==> config.mk <==
export PLATFORM = sky130hd
export DESIGN_NAME = reg_mux
export DESIGN_NICKNAME = d
export VERILOG_FILES = /design/src/rtl/reg_mux_pkg.sv /design/src/rtl/skid_buf.sv /design/src/rtl/reg_mux.sv
export SDC_FILE = /design/constraint.sdc
export NUM_CORES = 1
export LEC_CHECK = 0
export CORE_MARGIN = 2
export CORE_UTILIZATION = 40
export CTS_CLUSTER_DIAMETER = 100
export DETAILED_ROUTE_END_ITERATION = 16
export PLACE_DENSITY_LB_ADDON = 0.2
export SYNTH_ARGS = -nofsm -noshare
export SYNTH_HDL_FRONTEND = slang
export SYNTH_HIERARCHICAL = 1
export SYNTH_SLANG_ARGS = --single-unit
==> constraint.sdc <==
create_clock -name CLK -period 2.2 [get_ports CLK]
set_input_delay 0.44 -clock CLK [delete_from_list [all_inputs] [get_ports CLK]]
set_output_delay 0.44 -clock CLK [all_outputs]
set_load 0.02 [all_outputs]
==> src/rtl/reg_mux_pkg.sv <==
// Shared system package: occupancy encoding for the 2-entry output buffers
// used by the mux, ALU and register-file datapaths.
package reg_mux_pkg;

   typedef enum logic [1:0] {
      OCC_EMPTY = 2'b00,
      OCC_ONE   = 2'b01,
      OCC_FULL  = 2'b10
   } occ_state_e;

endpackage : reg_mux_pkg

==> src/rtl/skid_buf.sv <==
// Two-entry output buffer (head + skid). The head register drives the
// output directly, so data and valid are registered. The head is cleared
// whenever the buffer empties, so the data output reads 0 while invalid.
module skid_buf
   import reg_mux_pkg::*;
#(
   parameter int DATA_WIDTH = 8
) (
   input  logic                  clk_i,
   input  logic                  rst_ni,
   input  logic                  push_i,
   input  logic [DATA_WIDTH-1:0] data_i,
   input  logic                  ready_i,
   output logic [DATA_WIDTH-1:0] data_o,
   output logic                  valid_o,
   output logic                  full_o
);

   occ_state_e            state_q, state_d;
   logic [DATA_WIDTH-1:0] head_q, head_d;
   logic [DATA_WIDTH-1:0] skid_q, skid_d;
   logic                  valid_q, valid_d;
   logic                  pop_s;

   assign pop_s   = valid_q & ready_i;
   assign data_o  = head_q;
   assign valid_o = valid_q;
   assign full_o  = (state_q == OCC_FULL);

   // Occupancy state and storage registers; reset discards all buffered words.
   always_ff @(posedge clk_i or negedge rst_ni) begin
      if (!rst_ni) begin
         state_q <= OCC_EMPTY;
         head_q  <= {DATA_WIDTH{1'b0}};
         skid_q  <= {DATA_WIDTH{1'b0}};
         valid_q <= 1'b0;
      end else begin
         state_q <= state_d;
         head_q  <= head_d;
         skid_q  <= skid_d;
         valid_q <= valid_d;
      end
   end

   // Next-state logic: push/pop handling for each occupancy level.
   always_comb begin
      state_d = state_q;
      head_d  = head_q;
      skid_d  = skid_q;
      case (state_q)
         OCC_EMPTY: begin
            if (push_i) begin
               state_d = OCC_ONE;
               head_d  = data_i;
            end else begin
               state_d = OCC_EMPTY;
            end
         end
         OCC_ONE: begin
            if (push_i && pop_s) begin
               // head leaves and the new word takes its place
               state_d = OCC_ONE;
               head_d  = data_i;
            end else if (push_i) begin
               state_d = OCC_FULL;
               skid_d  = data_i;
            end else if (pop_s) begin
               state_d = OCC_EMPTY;
               head_d  = {DATA_WIDTH{1'b0}};
            end else begin
               state_d = OCC_ONE;
            end
         end
         OCC_FULL: begin
            // ready is low while full, so push_i is never honoured here
            if (pop_s) begin
               state_d = OCC_ONE;
               head_d  = skid_q;
               skid_d  = {DATA_WIDTH{1'b0}};
            end else begin
               state_d = OCC_FULL;
            end
         end
         default: begin
            state_d = OCC_EMPTY;
            head_d  = {DATA_WIDTH{1'b0}};
            skid_d  = {DATA_WIDTH{1'b0}};
         end
      endcase
      valid_d = (state_d != OCC_EMPTY);
   end

endmodule : skid_buf

==> src/rtl/reg_mux.sv <==
// N:1 registered multiplexer: select decode, per-channel ready fan-out and
// out-of-range select flag in front of a 2-entry skid buffer.
module reg_mux
   import reg_mux_pkg::*;
#(
   parameter int DATA_WIDTH = 8,
   parameter int NUM_CH     = 4,
   parameter int SEL_WIDTH  = $clog2(NUM_CH)
) (
   input  logic                         CLK,
   input  logic                         RST,
   input  logic [NUM_CH*DATA_WIDTH-1:0] In_Data,
   input  logic [NUM_CH-1:0]            In_Valid,
   output logic [NUM_CH-1:0]            In_Ready,
   input  logic [SEL_WIDTH-1:0]         Sel,
   output logic [DATA_WIDTH-1:0]        Out_Data,
   output logic                         Out_Valid,
   input  logic                         Out_Ready,
   output logic                         Sel_Err
);

   // one extra bit so NUM_CH itself is representable for the range check
   localparam logic [SEL_WIDTH:0] NUM_CH_W = (SEL_WIDTH+1)'(NUM_CH);

   logic [NUM_CH-1:0]     sel_onehot_s;
   logic [DATA_WIDTH-1:0] mux_data_s;
   logic                  sel_ok_s;
   logic                  full_s;
   logic                  push_s;
   logic                  sel_err_q, sel_err_d;

   assign sel_ok_s = ({1'b0, Sel} < NUM_CH_W);

   // Select decode and AND-OR data mux; an out-of-range select matches no channel.
   always_comb begin
      sel_onehot_s = {NUM_CH{1'b0}};
      mux_data_s   = {DATA_WIDTH{1'b0}};
      for (int k = 0; k < NUM_CH; k++) begin
         sel_onehot_s[k] = ({1'b0, Sel} == (SEL_WIDTH+1)'(k));
         mux_data_s      = mux_data_s
                         | (In_Data[k*DATA_WIDTH +: DATA_WIDTH] & {DATA_WIDTH{sel_onehot_s[k]}});
      end
   end

   // Ready depends only on Sel and the registered full flag.
   assign In_Ready  = sel_onehot_s & {NUM_CH{~full_s}};
   assign push_s    = |(In_Valid & In_Ready);
   assign sel_err_d = ~sel_ok_s & (|In_Valid);
   assign Sel_Err   = sel_err_q;

   // Registered one-cycle flag for a bad select presented with any valid.
   always_ff @(posedge CLK or negedge RST) begin
      if (!RST) begin
         sel_err_q <= 1'b0;
      end else begin
         sel_err_q <= sel_err_d;
      end
   end

   skid_buf #(
      .DATA_WIDTH (DATA_WIDTH)
   ) u_skid_buf (
      .clk_i   (CLK),
      .rst_ni  (RST),
      .push_i  (push_s),
      .data_i  (mux_data_s),
      .ready_i (Out_Ready),
      .data_o  (Out_Data),
      .valid_o (Out_Valid),
      .full_o  (full_s)
   );

endmodule : reg_mux

Word level (Yosys, flattened, before mapping):

Cells that the tools add are included.

* equality and inequality tests: 11
* multiplexer cells: 14
* bitwise operators: 12
* reduce and logical (&&, ||, !) cells: 7

Operators with widths (number)
* $mux 8: 6
* $pmux 8 s3: 2
* $and 8x8->8: 4
* $or 8x8->8: 3
* $and 4x4->4: 2
* $reduce_and 4->1: 2
* $eq 2x2->1 const B: 3
* $mux 2: 3
* $ne 2x1->1 const B: 3
* $pmux 2 s3: 1
* $eq 2x1->1 const B: 2
* $logic_not 2->1: 2
* $reduce_or 4->1: 1
* $ne 3x1->1 const B: 1
* $ne 3x3->1 const B: 1
* $mux 1: 2
* $ne 2x2->1 const B: 1
* $not 1->1: 2
* $reduce_bool 2->1: 1
* $and 1x1->1: 1
* $logic_and 1x1->1: 1

* register bits: 19
* input port bits: 41
* output and inout bits: 14
* word-level logic and storage cells: 48

Depth between registers and ports, before layout:

* depth in word-level cells: 9
* mapped depth: 9
* mapped depth without buffers: 7

Modules after synthesis:

The synthesis kept the hierarchy.

By module, submodules not included
* skid_buf: instances 1, cells an instance 104, area each 1061.0 um^2, seq. area each 475.5 um^2
* reg_mux: instances 1, cells an instance 18, area each 274.0 um^2, seq. area each 0.0 um^2

Worst setup path before layout:

No wires, ideal clock.

* path kind: input-to-reg
* from: input Sel[0]
* to: register u_skid_buf.head_q[0] (netlist: u_skid_buf/data_o[0])
* setup time: 0.121 ns
* data arrival time: 1.969 ns
* data required time: 2.079 ns
* setup slack: 0.110 ns
* cell stages on the path: 7
* buffers on the path: 1
* path through: mux4_2 -> nor2b_1 -> ha_1 -> nand4b_1 -> and4_4 -> buf_6 -> a22o_1

* longest elaborated chain between the ends: 7
* elaborated cells on any way between the ends: 22
* those cells by class: 6 x eq/ne; 3 x mux; 9 x bitwise; 4 x reduce/logical

RTL lines
* start: declaration: line reg_mux.sv:15 `input logic [SEL_WIDTH-1:0] Sel,`
* $eq 2x1->1 (tied with other cells): line reg_mux.sv:39 `sel_onehot_s[k] = ({1'b0, Sel} == (SEL_WIDTH+1)'(k));`
* $and 4x4->4 *: line reg_mux.sv:46 `assign In_Ready = sel_onehot_s & {NUM_CH{~full_s}};`
* $and 4x4->4 *: line reg_mux.sv:47 `assign push_s = |(In_Valid & In_Ready);`
* $reduce_or 4->1 *: line reg_mux.sv:47
* named net push_s: line reg_mux.sv:29 `logic push_s;`
* $logic_and 1x1->1: line skid_buf.sv:60 `if (push_i && pop_s) begin`
* $ne 3x3->1 (no line) (tied with other cells)
* $reduce_and 4->1 (no line) / $pmux 8 s3 (equally long branches)
* end signal: assignment: line skid_buf.sv:34 `head_q <= {DATA_WIDTH{1'b0}};`
* end: declaration: line skid_buf.sv:20 `logic [DATA_WIDTH-1:0] head_q, head_d;`

The timed path passes the listed nets; every way through them passes the cells marked *. The select of a mux whose other input is x is not followed.
A chain may end at the register's enable or synchronous reset.

Worst setup path after layout:

* from: input Sel[1]
* to: output In_Ready[2]

* longest elaborated chain between the ends: 2

RTL lines
* $eq 2x2->1: line reg_mux.sv:39
* $and 4x4->4: line reg_mux.sv:46
* end: declaration: line reg_mux.sv:14 `output logic [NUM_CH-1:0] In_Ready,`

Every way passes these cells.

==> impl_results.md <==
- Die area: 3816 um^2
- Synth Register Bits: 19
- Grt total ovfl: 0
- CTS Buf Count: 3
- Total iterations of the first detailed-routing run: 4
- GPL Wtd Cong: around 0.8
- CP cell instances: clkdlybuf4s50_1 -> buf_4 -> nor3b_1 -> dlygate4sd2_1
- DRC: 0
- Vias in the first global route: around 1200
- Pre-CTS WS: -0.3937 ns
- P&R area growth vs syn: 47.42%
- First-pass GRT wire length: around 5500 um
- Most frequent cell after synthesis: dfrtp_1
- Nature of the critical path startpoint: primary input
- Final Slew Violations: 0
- M1 wire length: roughly 1300 um
- WL met3: ~320 um
- Initial Util: between 40% and 50%
- CP bufs+invs: 3
- H-tree depth: 1
- Final setup fails: 0
- Period utilization: a little over nine tenths
- All-Layer GR Usage: about 20%
- Max Freq: around 480 MHz
- Initial antenna violation count: 0
- Synth top cells by count: 19 x dfrtp_1, 18 x nand2_1, 16 x mux2i_1
- Worst slew pin tran: about 0.63 ns
- Avg Cell Area, Syn: approximately 11 um^2
- Critical path capture point type: output port
- Worst-path maximum fanout: 6
- Slew HR: 57.79%
- Setup WS post-layout: around 0.11 ns
- Clk pin slew, worst setup/hold paths: roughly 0.11 ns
- Die span in x: ~60 um
- Placed Cells: between 200 and 250
- Clk sinks: 19
- Critical Path RT: around 1.8 ns
- Post-synth EDFFs: 0
- Cell taking the most area after synthesis: dfrtp_1
- Setup repair bufs after CTS: 0
- Setup_tns: 0 ns
- Number of cells on the worst reg-to-reg path: 6
- Largest net degree at the start of global routing: 20
- LEAKAGE: 0.8252 nW
- Synth area leaders: dfrtp_1 36%, mux2i_1 12%, mux4_2 12%
- WL per Instance: between 10 and 15 um
- Worst reg2reg endpoint: u_skid_buf/skid_q[5]
- Unrepaired setup endpoints after global routing: no
- Final WL: 3149 um
- Vias: approximately 1200
- Max Root-Sink Buffers: 2
- FF-to-FF Start: u_skid_buf/state_q[0]
- Delay-heaviest family, CP: buffers and inverters
- Max_cap viols: 0
- Max VDD drop: between 0.0004 and 0.0005 V
- Share of the synthesized area in the top cell type: roughly 36%
- Power Dens Cells: about 1000 nW/um^2
- Status: finished, final reports clean
- Clock latency on the worst-skew pair: between 0.3 and 0.4 ns
- Post-synth cell types: 31
- Minimum clock period: about 2.1 ns
- 1st-iter DRT viols: 27
- TritonCTS clock tree: yes
- Area of the core: just over 3000 um^2
- Setup CP Type: in -> out
- Worst clock skew: 0.002204 ns
- Post-DP HPWL: 2588 um
- Final hold vios: 0
- Synth warnings: 6
- Reg2reg setup slack: around 0.29 ns
- Port bufs: 53
- Post-synthesis sequential area ratio: 35.61%
- Total power: between 0.0015 and 0.002 W
- Layout cells sized above 1: between 10% and 20%
- Diode count: 0
- Slowest CP cell: clkdlybuf4s50_1
- CTS Root Cell: clkbuf_4
- Top_reg_cell synth: dfrtp_1
- Final hold slack: 0.4426 ns
- Post-CTS Hold Buffers: 0
- Die height: ~62 um
- FILL cells: between 200 and 300
- Nets: between 200 and 250
- I/O Pins: 55
- Top sig layer: met4
- ANT nets after route: 0
- Mapped Area: around 1300 um^2
- Met2 routed WL: around 1500 um
- FFs w/ async S/R, synth: between 90% and 100%
- Mapped Nets: roughly 160
- Worst Path Arrival: between 1.5 and 2 ns
- CP max stage delay: ~0.51 ns
- Layout Cells excl Fill: approximately 220
- Class of the worst hold path: in -> async
- DR vias/cell: around 5.3
- Cells after Synth: about 120
- Rows: 20
-- registers in the layout (all words and copies together), names as in the netlist --
name                count
u_skid_buf/state_q      2
u_skid_buf/valid_o      1
u_skid_buf/skid_q       8
u_skid_buf/data_o       8
-- where the power goes --
part	internal [W]	switching, W
Sequential	0.000492	0.0000883
Combinational	0.000603	0.000589
Clock	0.0000710	0.000116
Total	0.00117	0.000793
-- worst max-delay path by stage --
stage | startpoint | end | cells after the start | slack [ns]
floorplan | Sel[0] | u_skid_buf/data_o[0] | 7 | 0.11
global placement | Sel[0] | u_skid_buf/data_o[5] | 7 | -0.35
finish | Sel[1] | In_Ready[2] | 4 | 0.11
CTS | u_skid_buf/state_q[0] | In_Ready[3] | 4 | 0.07
global route | Sel[1] | u_skid_buf/skid_q[4] | 6 | 0.01
detailed placement | Sel[0] | u_skid_buf/data_o[0] | 7 | -0.39
-- layer usage --
metal / vias up / global-route usage (%)
met5: - / 0
met1: 554 / 23.68
met2: 69 / 33.38
met3: 5 / 5.176
met4: 0 / 10.03
li1: 566 / -
-- through the flow --
stage | instance area, um^2 | util [%]
floorplan | 1335 | -
global placement | 1937 | 62.42
detailed placement | 1937 | 62.42
CTS | 1968 | 63.43
global route | 1968 | 63.43
finish | 1968 | 63.43
-- cell type report --
cell class	instances	area, um^2	area share [%]
multi-input combinational	82	759.5	38.59
clock buffer	4	26.28	1.335
inverter	10	37.54	1.907
sequential	19	475.5	24.16
tap	44	55.05	2.797
timing repair buffer	65	614.3	31.21
-- placed cells by master (no fill, tap or decap), drive strengths merged, types with 8 or more instances in the layout --
cell type,count
a22o,9
mux2i,16
o22ai,8
dfrtp,19
nand2,18
buf,12
mux4,9
inv,10
clkdlybuf4s50,48
-- kinds of logic after synthesis --
group | share of synthesized area [%]
buffers and inverters | 8.341
AO/OA/AOI/OAI | 13.59
adder cells (fa/ha/maj) | 0.9371
other | 0.2809
flip-flops | 35.61
multiplexers | 27.74
AND/OR/NAND/NOR | 13.49
-- timing repair --
action                                  in CTS  in global routing
endpoints found under the setup margin      20                  2
pin swaps                                    1                  0
resized for setup                            6                  3
Note: power is estimated with default switching activity, not from simulation.
